`src/rtl/riscv_ctrl_pkg.sv`:
```
// Shared encodings for the multicycle RISC-V controller: FSM states, opcodes
// and the datapath mux/ALU select codes driven by the controller.
package riscv_ctrl_pkg;

  typedef enum logic [3:0] {
    S_FETCH    = 4'd0,
    S_DECODE   = 4'd1,
    S_MEMADR   = 4'd2,
    S_MEMREAD  = 4'd3,
    S_MEMWB    = 4'd4,
    S_MEMWRITE = 4'd5,
    S_EXECR    = 4'd6,
    S_EXECI    = 4'd7,
    S_ALUWB    = 4'd8,
    S_BRANCH   = 4'd9,
    S_JAL      = 4'd10,
    S_JALR     = 4'd11,
    S_JALR2    = 4'd12,
    S_LUI      = 4'd13,
    S_AUIPC    = 4'd14,
    S_ILLEGAL  = 4'd15
  } state_t;

  localparam logic [6:0] OP_LOAD   = 7'b0000011;
  localparam logic [6:0] OP_STORE  = 7'b0100011;
  localparam logic [6:0] OP_RTYPE  = 7'b0110011;
  localparam logic [6:0] OP_ITYPE  = 7'b0010011;
  localparam logic [6:0] OP_BRANCH = 7'b1100011;
  localparam logic [6:0] OP_JAL    = 7'b1101111;
  localparam logic [6:0] OP_JALR   = 7'b1100111;
  localparam logic [6:0] OP_LUI    = 7'b0110111;
  localparam logic [6:0] OP_AUIPC  = 7'b0010111;

  localparam logic [1:0] ALUOP_ADD   = 2'b00;
  localparam logic [1:0] ALUOP_SUB   = 2'b01;
  localparam logic [1:0] ALUOP_RTYPE = 2'b10;
  localparam logic [1:0] ALUOP_ITYPE = 2'b11;

  localparam logic [1:0] SRCA_PC    = 2'b00;
  localparam logic [1:0] SRCA_OLDPC = 2'b01;
  localparam logic [1:0] SRCA_RS1   = 2'b10;
  localparam logic [1:0] SRCA_ZERO  = 2'b11;

  localparam logic [1:0] SRCB_RS2  = 2'b00;
  localparam logic [1:0] SRCB_IMM  = 2'b01;
  localparam logic [1:0] SRCB_FOUR = 2'b10;

  localparam logic [1:0] RES_ALUOUT    = 2'b00;
  localparam logic [1:0] RES_MEMDATA   = 2'b01;
  localparam logic [1:0] RES_ALURESULT = 2'b10;

  localparam logic [2:0] IMM_I = 3'b000;
  localparam logic [2:0] IMM_S = 3'b001;
  localparam logic [2:0] IMM_B = 3'b010;
  localparam logic [2:0] IMM_U = 3'b011;
  localparam logic [2:0] IMM_J = 3'b100;

endpackage

```
`src/rtl/ctrl_opdec.sv`:
```
// Combinational opcode decode: the state that follows DECODE and the
// immediate format selected for the current instruction.
import riscv_ctrl_pkg::*;

module ctrl_opdec (
  input  logic [6:0] i_op,
  input  logic [2:0] i_funct3,
  output state_t     o_decode_next,
  output logic [2:0] o_imm_src
);

  // Next-state after DECODE; only BEQ/BNE are supported branch kinds.
  always_comb begin
    o_decode_next = S_ILLEGAL;
    case (i_op)
      OP_LOAD, OP_STORE: o_decode_next = S_MEMADR;
      OP_RTYPE:          o_decode_next = S_EXECR;
      OP_ITYPE:          o_decode_next = S_EXECI;
      OP_BRANCH: begin
        if ((i_funct3 == 3'b000) || (i_funct3 == 3'b001)) begin
          o_decode_next = S_BRANCH;
        end else begin
          o_decode_next = S_ILLEGAL;
        end
      end
      OP_JAL:            o_decode_next = S_JAL;
      OP_JALR:           o_decode_next = S_JALR;
      OP_LUI:            o_decode_next = S_LUI;
      OP_AUIPC:          o_decode_next = S_AUIPC;
      default:           o_decode_next = S_ILLEGAL;
    endcase
  end

  // Immediate format select from the opcode alone.
  always_comb begin
    o_imm_src = IMM_I;
    case (i_op)
      OP_LOAD, OP_ITYPE, OP_JALR: o_imm_src = IMM_I;
      OP_STORE:                   o_imm_src = IMM_S;
      OP_BRANCH:                  o_imm_src = IMM_B;
      OP_LUI, OP_AUIPC:           o_imm_src = IMM_U;
      OP_JAL:                     o_imm_src = IMM_J;
      default:                    o_imm_src = IMM_I;
    endcase
  end

endmodule

```
`src/rtl/multicycle_ctrl.sv`:
```
// Multicycle RISC-V control FSM with a retired-instruction counter.
// Strobes are decoded from the state register and forced low during reset.
import riscv_ctrl_pkg::*;

module multicycle_ctrl #(
  parameter int INSTRET_W = 32
) (
  input  logic                 clk,
  input  logic                 reset,
  input  logic [6:0]           op,
  input  logic [2:0]           funct3,
  input  logic                 Zero,
  input  logic                 mem_ready,
  output logic                 MemReq,
  output logic                 MemWrite,
  output logic                 AdrSrc,
  output logic                 IRWrite,
  output logic                 PCWrite,
  output logic                 RegWrite,
  output logic [1:0]           ResultSrc,
  output logic [1:0]           ALUSrcA,
  output logic [1:0]           ALUSrcB,
  output logic [1:0]           ALUOp,
  output logic [2:0]           ImmSrc,
  output logic                 Illegal,
  output logic [INSTRET_W-1:0] instret
);

  state_t                r_state;
  logic [INSTRET_W-1:0]  r_instret;
  state_t                w_decode_next;
  logic [2:0]            w_imm_src;
  logic                  w_retire;
  logic                  w_mem_req;
  logic                  w_mem_write;
  logic                  w_ir_write;
  logic                  w_pc_write;
  logic                  w_reg_write;

  ctrl_opdec u_opdec (
    .i_op          (op),
    .i_funct3      (funct3),
    .o_decode_next (w_decode_next),
    .o_imm_src     (w_imm_src)
  );

  assign w_retire = (r_state == S_MEMWB) || (r_state == S_ALUWB) ||
                    (r_state == S_BRANCH) ||
                    ((r_state == S_MEMWRITE) && mem_ready);

  // State register and retired-instruction counter.
  always_ff @(posedge clk) begin
    if (reset) begin
      r_state   <= S_FETCH;
      r_instret <= '0;
    end else begin
      if (w_retire) begin
        r_instret <= r_instret + INSTRET_W'(1);
      end
      case (r_state)
        S_FETCH:    if (mem_ready) r_state <= S_DECODE;
        S_DECODE:   r_state <= w_decode_next;
        S_MEMADR:   r_state <= (op == OP_LOAD) ? S_MEMREAD : S_MEMWRITE;
        S_MEMREAD:  if (mem_ready) r_state <= S_MEMWB;
        S_MEMWRITE: if (mem_ready) r_state <= S_FETCH;
        S_MEMWB, S_ALUWB, S_BRANCH: r_state <= S_FETCH;
        S_EXECR, S_EXECI, S_LUI, S_AUIPC, S_JAL, S_JALR2: r_state <= S_ALUWB;
        S_JALR:     r_state <= S_JALR2;
        S_ILLEGAL:  r_state <= S_ILLEGAL;
        default:    r_state <= S_ILLEGAL;
      endcase
    end
  end

  // Datapath control decode; FETCH completion and BRANCH PCWrite also look at inputs.
  always_comb begin
    w_mem_req   = 1'b0;
    w_mem_write = 1'b0;
    w_ir_write  = 1'b0;
    w_pc_write  = 1'b0;
    w_reg_write = 1'b0;
    AdrSrc      = 1'b0;
    ResultSrc   = RES_ALUOUT;
    ALUSrcA     = SRCA_PC;
    ALUSrcB     = SRCB_RS2;
    ALUOp       = ALUOP_ADD;
    case (r_state)
      S_FETCH: begin
        w_mem_req = 1'b1;
        if (mem_ready) begin
          w_ir_write = 1'b1;
          w_pc_write = 1'b1;
          ALUSrcA    = SRCA_PC;
          ALUSrcB    = SRCB_FOUR;
          ALUOp      = ALUOP_ADD;
          ResultSrc  = RES_ALURESULT;
        end else begin
          w_ir_write = 1'b0;
        end
      end
      S_DECODE:   begin ALUSrcA = SRCA_OLDPC; ALUSrcB = SRCB_IMM; end
      S_MEMADR:   begin ALUSrcA = SRCA_RS1;   ALUSrcB = SRCB_IMM; end
      S_MEMREAD:  begin w_mem_req = 1'b1; AdrSrc = 1'b1; end
      S_MEMWB:    begin ResultSrc = RES_MEMDATA; w_reg_write = 1'b1; end
      S_MEMWRITE: begin w_mem_req = 1'b1; w_mem_write = 1'b1; AdrSrc = 1'b1; end
      S_EXECR:    begin ALUSrcA = SRCA_RS1; ALUSrcB = SRCB_RS2; ALUOp = ALUOP_RTYPE; end
      S_EXECI:    begin ALUSrcA = SRCA_RS1; ALUSrcB = SRCB_IMM; ALUOp = ALUOP_ITYPE; end
      S_ALUWB:    begin ResultSrc = RES_ALUOUT; w_reg_write = 1'b1; end
      S_BRANCH: begin
        ALUSrcA    = SRCA_RS1;
        ALUSrcB    = SRCB_RS2;
        ALUOp      = ALUOP_SUB;
        w_pc_write = Zero ^ funct3[0];
      end
      S_JAL, S_JALR2: begin
        ALUSrcA    = SRCA_OLDPC;
        ALUSrcB    = SRCB_FOUR;
        w_pc_write = 1'b1;
      end
      S_JALR:     begin ALUSrcA = SRCA_RS1;   ALUSrcB = SRCB_IMM; end
      S_LUI:      begin ALUSrcA = SRCA_ZERO;  ALUSrcB = SRCB_IMM; end
      S_AUIPC:    begin ALUSrcA = SRCA_OLDPC; ALUSrcB = SRCB_IMM; end
      S_ILLEGAL:  w_mem_req = 1'b0;
      default:    w_mem_req = 1'b0;
    endcase
  end

  assign MemReq   = w_mem_req   & ~reset;
  assign MemWrite = w_mem_write & ~reset;
  assign IRWrite  = w_ir_write  & ~reset;
  assign PCWrite  = w_pc_write  & ~reset;
  assign RegWrite = w_reg_write & ~reset;
  assign ImmSrc   = w_imm_src;
  assign Illegal  = (r_state == S_ILLEGAL);
  assign instret  = r_instret;

endmodule

```
`config.mk`:
```
export PLATFORM = sky130hd
export DESIGN_NAME = multicycle_ctrl
export DESIGN_NICKNAME = d
export VERILOG_FILES = /design/src/rtl/riscv_ctrl_pkg.sv /design/src/rtl/ctrl_opdec.sv /design/src/rtl/multicycle_ctrl.sv
export SDC_FILE = /design/constraint.sdc
export NUM_CORES = 1
export LEC_CHECK = 0
export ABC_AREA = 1
export BUFFER_PORTS_ARGS = -buffer_cell sky130_fd_sc_hd__buf_2
export CORE_MARGIN = 2
export CORE_UTILIZATION = 50
export CTS_BUF_LIST = sky130_fd_sc_hd__clkbuf_8
export CTS_CLUSTER_SIZE = 40
export DETAILED_ROUTE_END_ITERATION = 10
export PLACE_DENSITY = 0.76
export SETUP_SLACK_MARGIN = 0.3
export SYNTH_ARGS = -nofsm -noshare
export SYNTH_HDL_FRONTEND = slang
export SYNTH_SLANG_ARGS = --single-unit
```
`constraint.sdc`:
```
create_clock -name clk -period 2.27 [get_ports clk]
set_input_delay 0.1135 -clock clk [delete_from_list [all_inputs] [get_ports clk]]
set_output_delay 0.1135 -clock clk [all_outputs]
set_load 0.01 [all_outputs]
```
## Word level (Yosys, flattened, before mapping)

Index checks and enable logic that the tools add are counted.

- Flip-flop bits (word level): 36
- Output and inout port bits: 50

- $add $sub $neg: 1
- Equality and inequality tests: 28
- Mux-type cells: 20
- Bitwise operators: 7
- Reduce and logical (&&, ||, !) cells: 19

Operator list:

| operator | count |
|---|---|
| one-hot mux 4 bit (9 select lines) | 1 |
| adder 32 x 1 -> 32 bit, second input constant | 1 |
| == test 4 bit, second input constant | 8 |
| one-hot mux 4 bit (8 select lines) | 1 |
| == test 7 x 6 -> 1 bit, second input constant | 3 |
| == test 7 bit, second input constant | 3 |
| one-hot mux 2 bit (3 select lines) | 3 |
| == test 4 x 3 -> 1 bit, second input constant | 4 |
| == test 7 x 5 -> 1 bit, second input constant | 2 |
| 2-to-1 mux 4 bit | 3 |
| one-hot mux 3 bit (4 select lines) | 1 |
| OR reduction 6 bit | 2 |
| OR reduction 2 bit | 5 |
| == test 4 x 2 -> 1 bit, second input constant | 2 |
| == test 7 x 2 -> 1 bit, second input constant | 1 |
| 2-to-1 mux 1 bit | 6 |
| 2-to-1 mux 3 bit | 2 |
| inequality test 2 bit, second input constant | 3 |
| OR reduction 3 bit | 2 |
| bitwise AND 1 bit | 5 |
| OR reduction 5 bit | 1 |
| == test 4 x 1 -> 1 bit, second input constant | 1 |
| zero test 4 bit | 1 |
| logical OR 1 bit | 4 |
| 10 further kinds | 10 |

## Logic depth before layout (Yosys ltp)

- Depth in word-level cells: 5
- Mapped depth: 12
- Depth with buffers taken out: 12

## Hierarchy

From an unflattened synthesis, not the netlist that was laid out.

- Cell total of the unflattened synthesis: 425
- Area, all modules: 2511.2 sq um

Modules (own cells, without submodules):

| module | instances | cells an instance | area an instance (sq um) |
|---|---|---|---|
| multicycle_ctrl | 1 | 375 | 2277.2 |
| ctrl_opdec | 1 | 50 | 234.0 |

## Worst setup path before layout

Ideal clock, no wire load.

- Kind: reg-to-reg
- Start: register r_instret[7], in the netlist instret[7]
- End: register r_instret[20], in the netlist instret[20]
- Data arrival time: 1.370 ns
- Path slack: 0.784 ns
- Cell stages (with the launch flop): 10
- Path buffers: 0
- Period minus slack after synthesis: 1.486 ns
- Cells stage by stage: dfxtp_1 nand3_2 nor2_2 nand2_1 nor2_2 nand2_2 nor2_2 nand3_1 o21ai_0 nor2_1

- Cells in the longest elaborated chain, start to end: 1

Ends and longest elaborated chain:

| item | line | RTL |
|---|---|---|
| start, declared | multicycle_ctrl.sv:30 | `logic [INSTRET_W-1:0] r_instret;` |
| start signal, assigned | multicycle_ctrl.sv:58 | `r_instret <= r_instret + INSTRET_W'(1);` |
| adder 32 x 1 -> 32 bit | multicycle_ctrl.sv:58 |  |

Every way passes these cells.
A chain may end at the register's enable or synchronous reset.

## Worst setup path after layout

Ends and elaborated chain as after synthesis.

==> metrics.md <==
| Metric | Value |
|---|---|
| Status | `completed` |
| Setup crit start | `instret[7]` |
| Area growth syn-to-layout | `20.2%` |
| Reg2reg start | `instret[7]` |
| Chip Width | `74.8 um` |
| Num rows | `25` |
| Synth Area per Inst | `5.85 um^2` |
| Tmin final | `1.76 ns` |
| Clock sinks | `36` |
| FF-to-FF path depth | `9` |
| CTS tree | `yes` |
| Largest family of logic cells by synthesized area | `simple AND/OR/NAND/NOR gates` |
| Drt first pass iters | `5` |
| Final setup violation count | `0` |
| RSZ-0062 raised after global routing | `no` |
| Register area share after synthesis | `28.8%` |
| EDFF count, synth | `0` |
| XOR/XNOR Fraction of Synth Area | `4.20%` |
| Startpoint class of the critical path | `flop` |
| GRT overflow | `0` |
| Share of cells above drive strength 1 | `18.3%` |
| Adder-cell share of the synthesized area | `0.500%` |
| Max-slew headroom | `63.1%` |
| Avg WL per Cell | `11.9 um` |
| Max clock buf depth | `2` |
| Arr. time, crit path | `1.93 ns` |
| Clock Power Share | `23.4%` |
| Final hold vios | `0` |
| Critical path class | `flop to flop` |
| I/O Pins | `64` |
| Switching share of total power | `40.5%` |
| Reg power frac | `33.6%` |
| Synth Area in Compound Gates | `12.9%` |
| Yosys cell types | `35` |
| Reg area | `721 um^2` |
| Combinational fraction of design power | `43.0%` |
| H-tree depth | `2` |
| Worst-Margin Slew | `0.553 ns` |
| Max Cap Viol | `0` |
| Die area | `5590 um^2` |
| Hold path start | `mem_ready` |
| Root Buffer | `clkbuf_8` |
| Reg2Reg Setup Slack | `0.51 ns` |
| PwrDens | `706 nW/um^2` |
| Worst Setup End Kind | `flop` |
| Ant. Diodes | `0` |
| Clock skew | `0.00793 ns` |
| Area share of the largest cell type after synthesis | `28.8%` |
| Iteration-0 DRC Markers | `203` |
| Hold WC Path Type | `input pin to flop` |
| Layout net count | `511` |
| Total track usage | `25.0%` |
| FILL cells | `471` |
| Int Power | `1.27 mW` |
| Hold Path Stages | `3` |
| # DRC | `0` |
| R2r endpoint | `instret[20]` |
| Clock latency at the later pin of the worst-skew pair | `0.29 ns` |
| Max FO, Critical Path | `6` |
| Starting Density | `52.3%` |
| Pin count of the biggest net entering global routing | `23` |
| Detail-routed via count per cell | `5.06` |
| Multiplexer share of the synthesized area | `0%` |
| Net Switching | `860 uW` |
| Tcrit/Tclk final | `77.3%` |
| Peak supply drop | `814 uV` |
| Total CTS buffers | `5` |
| Drt total wl | `6700 um` |
| Post-CTS Hold Buffers | `0` |
| Dominant cell type by area after synthesis | `dfxtp_1` |
| Cell Area, Synth | `2500 um^2` |
| Die Span Y | `74.8 um` |
| Setup TNS | `0 ns` |
| Top_reg_cell synth | `dfxtp_1` |
| Synth Area in Simple Gates | `42.5%` |
| Max-slew violation count | `0` |
| Commonest cells in the netlist | `127 x nand2_1, 62 x inv_1, 60 x nor2_1, 36 x dfxtp_1, 33 x a21oi_1` |
| Via count | `2846` |
| Vias in the first global route | `2454` |
| Synthesized instance count | `428` |
| Worst Hold Path EP | `r_state[0]` |
| Ys Warns | `0` |
| First-pass GRT wire length | `11000 um` |
| Clock slew at reported path FFs | `0.08 ns` |
| Leak | `1.34 nW` |
| Antenna violations before repair | `0` |
| Placeable Area | `4790 um^2` |
| DP HPWL | `5180 um` |
| Overall power | `2.13 mW` |
| Ys async rst share | `0%` |
| Top cells by area, synth | `dfxtp_1 29%, nand2_1 19%, inv_1 9.3%` |
| Footprint of the multi-input gates | `1510 um^2` |
| Syn Nets | `443` |
| Synth Register Bits | `36` |
| Port Buffer Count | `63` |
| Fmax achieved | `0.570 GHz` |
| Post-route antenna net violation count | `0` |
| Req. time, crit path | `2.45 ns` |
| Count leader, synth | `nand2_1` |
| Gpl congestion | `0.923` |
cell usage in the layout, fill, tap and decap left out, types with 2 or more instances in the layout:
cell / n
nor2_2: 7
nand3b_1: 2
a21oi_1: 33
nand3_1: 22
o21ai_0: 16
nor2_1: 60
xor2_1: 8
inv_2: 2
a31oi_1: 2
nand4_1: 6
nand2_2: 3
buf_2: 63
inv_1: 61
xnor2_1: 4
dfxtp_1: 36
nor3_1: 17
nand2_1: 127
clkbuf_8: 7
buf_4: 3
per-layer routing:
layer	vias up	GRT usage [%]	routed length, um
li1	1488	-	-
met1	1238	37.2	3300
met3	6	4.69	505
met5	-	0	0
met4	0	5.75	69
met2	114	37.3	2830
worst max-delay path, cell delays in order (launching register included):
cell and delay (ns):
dfxtp_1 0.43, nand3_2 0.16, nor2_2 0.17, nand2_1 0.11
nor2_2 0.24, nand2_2 0.09, nor2_2 0.11, nand3_1 0.10
o21ai_0 0.17, nor2_1 0.06
power by group through the flow:
stage / Sequential, mW / Combinational (mW) / Clock [mW]
floorplan: 0.726 / 0.600 / 0
global placement: 0.733 / 0.821 / 0
detailed placement: 0.729 / 0.816 / 0
CTS: 0.715 / 0.823 / 0.506
global route: 0.721 / 1.02 / 0.532
finish: 0.715 / 0.913 / 0.498
per-stage QoR:
stage	utilization, %	cell area [um^2]	hold WS (ns)	setup slack, ns	instances
global placement	60.3	2880	0.464	0.519	554
floorplan	-	2500	0.190	0.784	428
CTS	62.3	2980	0.175	0.506	561
finish	62.9	3010	0.191	0.515	563
global route	62.9	3010	0.193	0.313	563
detailed placement	60.3	2880	0.472	0.544	554
sequential cells by signal (all words and copies together) (netlist names):
signal / count
instret: 32
r_state: 4
how the worst max path moves through the flow:
stage,cells past startpoint,to
final,9,instret[20]
after global routing,9,instret[20]
after CTS,8,instret[0]
after detailed placement,8,instret[0]
after global placement,8,instret[0]
after floorplan,9,instret[20]
layout make-up:
cell class,instances,area share (%)
multi-input combinational,321,50.0
sequential,36,23.9
timing repair buffer,67,11.9
inverter,65,8.23
clock buffer,7,3.20
tap,67,2.78
cell families (layout without fill, tap and decap cells):
| logic type | Yosys count | count (layout) |
|---|---|---|
| adder cells (fa/ha/maj) | 1 | 1 |
| AND/OR/NAND/NOR | 249 | 249 |
| AO/OA/AOI/OAI | 59 | 59 |
| flip-flops | 36 | 36 |
| buffers and inverters | 71 | 139 |
| XOR/XNOR | 12 | 12 |
repair_timing:
action	in CTS	in global routing
endpoints found under the hold margin	0	0
setup buffers	0	2
resized for setup	0	1
endpoints found under the setup margin	0	2
Note: power is estimated with default switching activity, not from simulation.
